==> src/rtl/prog_seq_pkg.sv <==
// Shared types and default sizing for the program sequencer.
package prog_seq_pkg;

  localparam int unsigned DEF_NUM_PROGS = 3;
  localparam int unsigned DEF_CW        = 16;
  localparam logic [15:0] DEF_TIMEOUT   = 16'hFFFF;

  typedef enum logic [2:0] {
    S_IDLE   = 3'd0,
    S_RST    = 3'd1,
    S_START  = 3'd2,
    S_RUN    = 3'd3,
    S_REPORT = 3'd4,
    S_DONE   = 3'd5
  } state_t;

endpackage

==> src/rtl/cycle_timer.sv <==
// Saturating RUN-cycle counter with a terminal-count flag at TIMEOUT-1.
module cycle_timer #(
  parameter int unsigned   CW      = 16,
  parameter logic [CW-1:0] TIMEOUT = '1
) (
  input  logic          Clk,
  input  logic          Reset,
  input  logic          clr,
  input  logic          en,
  output logic [CW-1:0] count,
  output logic          tc
);

  always_ff @(posedge Clk or negedge Reset) begin
    if (!Reset) begin
      count <= '0;
    end else if (clr) begin
      count <= '0;
    end else if (en && (count != '1)) begin
      count <= count + CW'(1);
    end
  end

  assign tc = (count == (TIMEOUT - CW'(1)));

endmodule

==> src/rtl/prog_sequencer.sv <==
// Launches NUM_PROGS CPU programs back-to-back, times each under a watchdog,
// and reports every result on a valid/ready port.
module prog_sequencer
  import prog_seq_pkg::*;
#(
  parameter int unsigned   NUM_PROGS = DEF_NUM_PROGS,
  parameter int unsigned   RST_CYC   = 2,
  parameter int unsigned   START_CYC = 2,
  parameter int unsigned   CW        = DEF_CW,
  parameter logic [CW-1:0] TIMEOUT   = CW'(DEF_TIMEOUT),
  parameter int unsigned   PW        = $clog2(NUM_PROGS + 1)
) (
  input  logic          Clk,
  input  logic          Reset,
  input  logic          Go,
  output logic          CpuReset,
  output logic          CpuStart,
  input  logic          CpuAck,
  output logic          ResVld,
  input  logic          ResRdy,
  output logic [PW-1:0] ResProg,
  output logic [CW-1:0] ResCycles,
  output logic          ResTimeout,
  output logic          Busy,
  output logic          Done
);

  localparam int unsigned PH_MAX = (RST_CYC > START_CYC) ? RST_CYC : START_CYC;
  localparam int unsigned PHW    = (PH_MAX > 1) ? $clog2(PH_MAX) : 1;

  state_t          state, state_nxt;
  logic            go_q;
  logic [PW-1:0]   prog;
  logic [PHW-1:0]  ph;
  logic [CW-1:0]   count;
  logic            tc;
  logic            xfer;

  cycle_timer #(
    .CW      (CW),
    .TIMEOUT (TIMEOUT)
  ) u_timer (
    .Clk   (Clk),
    .Reset (Reset),
    .clr   (state == S_START),
    .en    ((state == S_RUN) && !CpuAck),
    .count (count),
    .tc    (tc)
  );

  assign xfer     = (state == S_REPORT) && ResVld && ResRdy;
  assign CpuReset = !Reset || (state == S_RST);

  always_comb begin
    state_nxt = state;
    case (state)
      S_IDLE:   if (!go_q && Go) state_nxt = S_RST;
      S_RST:    if (ph == PHW'(RST_CYC - 1)) state_nxt = S_START;
      S_START:  if (ph == PHW'(START_CYC - 1)) state_nxt = S_RUN;
      S_RUN:    if (CpuAck || tc) state_nxt = S_REPORT;
      S_REPORT: if (xfer) state_nxt = (ResTimeout || (prog == PW'(NUM_PROGS - 1))) ? S_DONE : S_START;
      S_DONE:   if (!Go) state_nxt = S_IDLE;
      default:  state_nxt = S_IDLE;
    endcase
  end

  // go_q resets high so a Go level already present at reset release is not an edge.
  always_ff @(posedge Clk or negedge Reset) begin
    if (!Reset) begin
      state      <= S_IDLE;
      go_q       <= 1'b1;
      prog       <= '0;
      ph         <= '0;
      CpuStart   <= 1'b0;
      ResVld     <= 1'b0;
      ResProg    <= '0;
      ResCycles  <= '0;
      ResTimeout <= 1'b0;
      Busy       <= 1'b0;
      Done       <= 1'b0;
    end else begin
      state <= state_nxt;
      go_q  <= Go;
      ph    <= ((state_nxt == state) && ((state == S_RST) || (state == S_START))) ? ph + PHW'(1) : '0;
      if (state_nxt == S_IDLE) begin
        prog <= '0;
      end else if (xfer && (state_nxt == S_START)) begin
        prog <= prog + PW'(1);
      end
      if ((state == S_RUN) && (state_nxt == S_REPORT)) begin
        ResProg    <= prog;
        ResCycles  <= count;
        ResTimeout <= !CpuAck;
      end
      CpuStart <= (state_nxt == S_START);
      ResVld   <= (state_nxt == S_REPORT);
      Busy     <= (state_nxt != S_IDLE) && (state_nxt != S_DONE);
      Done     <= (state_nxt == S_DONE);
    end
  end

endmodule

==> config.mk <==
export PLATFORM = sky130hd
export DESIGN_NAME = prog_sequencer
export DESIGN_NICKNAME = d
export VERILOG_FILES = /design/src/rtl/prog_seq_pkg.sv /design/src/rtl/cycle_timer.sv /design/src/rtl/prog_sequencer.sv
export SDC_FILE = /design/constraint.sdc
export NUM_CORES = 1
export LEC_CHECK = 0
export BUFFER_PORTS_ARGS = -buffer_cell sky130_fd_sc_hd__buf_2
export CORE_ASPECT_RATIO = 0.5
export CORE_MARGIN = 2
export CORE_UTILIZATION = 47
export DETAILED_ROUTE_END_ITERATION = 8
export GPL_TIMING_DRIVEN = 1
export PLACE_DENSITY = 0.7
export SLEW_MARGIN = 15
export SYNTH_ARGS = -nofsm -noshare
export SYNTH_HDL_FRONTEND = slang
export SYNTH_HIERARCHICAL = 1
export SYNTH_SLANG_ARGS = --single-unit
export TNS_END_PERCENT = 5
==> constraint.sdc <==
create_clock -name Clk -period 2.7 [get_ports Clk]
set_input_delay 0.54 -clock Clk [delete_from_list [all_inputs] [get_ports Clk]]
set_output_delay 0.54 -clock Clk [all_outputs]
set_load 0.1 [all_outputs]
==> results_dict.tcl <==
set metrics [dict create \
    io_pins 29 \
    crit_fanout 11 \
    final_cell_mix "dfrtp_1 (45), buf_2 (28), nor2_1 (20)" \
    grt_max_degree 47 \
    power_leakage_nw 1.21 \
    synth.net_count 210 \
    synth.avg_cell_area_um2 11.0 \
    clock_skew_ps 9.37 \
    viasPerCell 5.82 \
    io_buffers 28 \
    tritoncts "yes" \
    final_layout_size_suffix_gt1_frac 0.233 \
    criticalPathCategory "flip-flop to flip-flop" \
    synth_cell_type_count 46 \
    synthTopCellsByArea "dfrtp_1 (51%), mux2_1 (9.1%), nor2_1 (3.4%), o31ai_1 (2.4%), a21oi_1 (2.0%)" \
    path_clk_slew_ps 80 \
    finalCriticalPeriod_ps 2470 \
    dpl_cell_area_um2 2440 \
    multi_input_area_um2 1010 \
    yosysWarnings 6 \
    diodes 0 \
    start_kind "flip-flop" \
    grtUsageTotal 0.185 \
    synth-seq-area-share 0.519 \
    ant_nets 0 \
    final_common_cell "dfrtp_1" \
    hold_viol_final 0 \
    hp-class "input pin to flip-flop" \
    area_delta_synth_final_pct 14.0 \
    avgRoutedWirePerCell_um 15.2 \
    cts_buffers 5 \
    slew_headroom 0.581 \
    ir_drop_v 0.000422 \
    drtIter0Drc 215 \
    post-route-period-util 0.914 \
    drtPass1Iterations 4 \
    path_delay_family "simple AND/OR/NAND/NOR gates" \
    post-cts-setup-buffers 0 \
    final_max_slew_viol_count 0 \
    powerDensity_nw_per_um2 865 \
    synthArstFlopShare 1.00 \
    first_global_vias 1673 \
    cp_slowest_stage_delay_ps 550 \
    cts_resized 0 \
    row_count 17 \
    grt_pass1_wl_mm 7.55 \
    dp_hpwl_mm 3.12 \
    cp_slowest_cell "dfrtp_1" \
    cts_hold_buf 0 \
    num-fill-cells 387 \
    grt_overflow 0 \
    dieWidth_um 101 \
    worst_pin_slew_ps 625 \
    fin_area_um2 2530 \
    nets 243 \
    htree_levels 2 \
    synth-main-ff-cell "dfrtp_1" \
    rsz0062_at_grt "false" \
    critPathArrivalTime_ps 2690 \
    dieArea_um2 5320 \
    crit_chain "nand3b_1 > nor2_1 > nand3_1 > or3_1 > or4_1 > a21oi_1" \
    crit_path_end_kind "flip-flop" \
    seqCellArea_um2 1150 \
    netlist_area_um2 2220 \
    drc 0 \
    clk_latency_ps 290 \
    finalWeightedCongestion 0.963 \
    finalSetupTns_ps 0 \
    outcome "finished, final reports clean" \
    yosys_register_bits 46 \
    netlist_instances 202 \
    routed_wl_mm 4.46 \
    num_vias 1705 \
    start_util 0.497 \
    crit_buf_inv 0 \
    antenna_found_initial 0 \
    cp.required_ps 2920 \
    core_um2 4470 \
    max_freq_mhz 405 \
    die_h_um 52.6 \
    cts.sink_count 46 \
    synth_top_area_frac 0.507 \
    root_buffer "clkbuf_8" \
    synth_edf_count 0 \
    cap_violations 0 \
    setup_viol 0 \
    synth_top_area_cell "dfrtp_1" \
    cts_max_path_buffers 2 \
]
-- registers in the layout, indices dropped and copies added, names as in the netlist --
register,count
Done,1
Busy,1
u_timer/count,16
ResProg,2
ResTimeout,1
ResCycles,16
state,3
ResVld,1
CpuStart,1
go_q,1
prog,2
ph,1
-- layout make-up --
type	count	share of cell area
Timing Repair Buffer	33	0.0702
Inverter	7	0.0104
Multi-Input combinational cell	142	0.401
Clock buffer	8	0.0356
Sequential cell	46	0.455
Tap cell	57	0.0282
-- synthesized netlist by cell type, drive strengths merged (2+ instances only) --
| master | n |
|---|---|
| or3 | 5 |
| xnor2 | 3 |
| a21oi | 9 |
| nand3b | 2 |
| nand3 | 7 |
| nor2 | 20 |
| a31oi | 2 |
| nand2b | 2 |
| and3 | 3 |
| nand2 | 10 |
| o21ai | 4 |
| clkbuf | 2 |
| dfrtp | 45 |
| mux2 | 21 |
| or4 | 5 |
| a211oi | 4 |
| nor2b | 6 |
| nand4 | 5 |
| inv | 7 |
| buf | 5 |
| o31ai | 7 |
| nor4 | 4 |
| nor3 | 7 |
| ha | 3 |
-- final timing paths --
kind,from,to,slack [ps],depth (start not counted)
hold / removal,Go,go_q,380,1
max in group asynchronous,Reset,go_q,1910,2
min in group asynchronous,Reset,u_timer/count[8],390,2
setup reg to reg,state[0],u_timer/count[15],230,6
hold reg to reg,ResCycles[5],ResCycles[5],490,1
setup / recovery,state[0],u_timer/count[15],230,6
-- layer usage --
layer,wire [um],track usage,up-vias
met1,2180,0.257,857
met3,256,0.0547,2
li1,-,-,805
met5,0,0,-
met2,2010,0.287,41
met4,12,0.0405,0
-- per-stage QoR --
stage | hold WS [ps] | setup slack (ps) | total power [W] | util | std cells
floorplan | 244 | 207 | 0.00161 | - | 202
global placement | 462 | 457 | 0.00175 | 0.547 | 285
detailed placement | 469 | 317 | 0.00178 | 0.547 | 285
CTS | 366 | 306 | 0.00220 | 0.567 | 293
global route | 356 | 111 | 0.00230 | 0.567 | 293
finish | 378 | 232 | 0.00219 | 0.567 | 293
-- kinds of logic (layout without fill, tap and decap cells) --
family / Yosys count / in the layout / synth area share
and+or+nand+nor: 80 / 80 / 0.206
DFF: 46 / 46 / 0.519
AOI/OAI and AO/OA: 34 / 34 / 0.109
muxes: 22 / 22 / 0.111
buffers and inverters: 14 / 48 / 0.0265
adders and majority gates: 3 / 3 / 0.0169
xor gates and xnor gates: 3 / 3 / 0.0118
-- where the power goes --
group | leakage (nW) | internal, W | switching (W)
Sequential | 0.626 | 0.000778 | 0.0000937
Combinational | 0.542 | 0.000212 | 0.000682
Clock | 0.0455 | 0.000209 | 0.000216
Note: power is estimated with default switching activity, not from simulation.
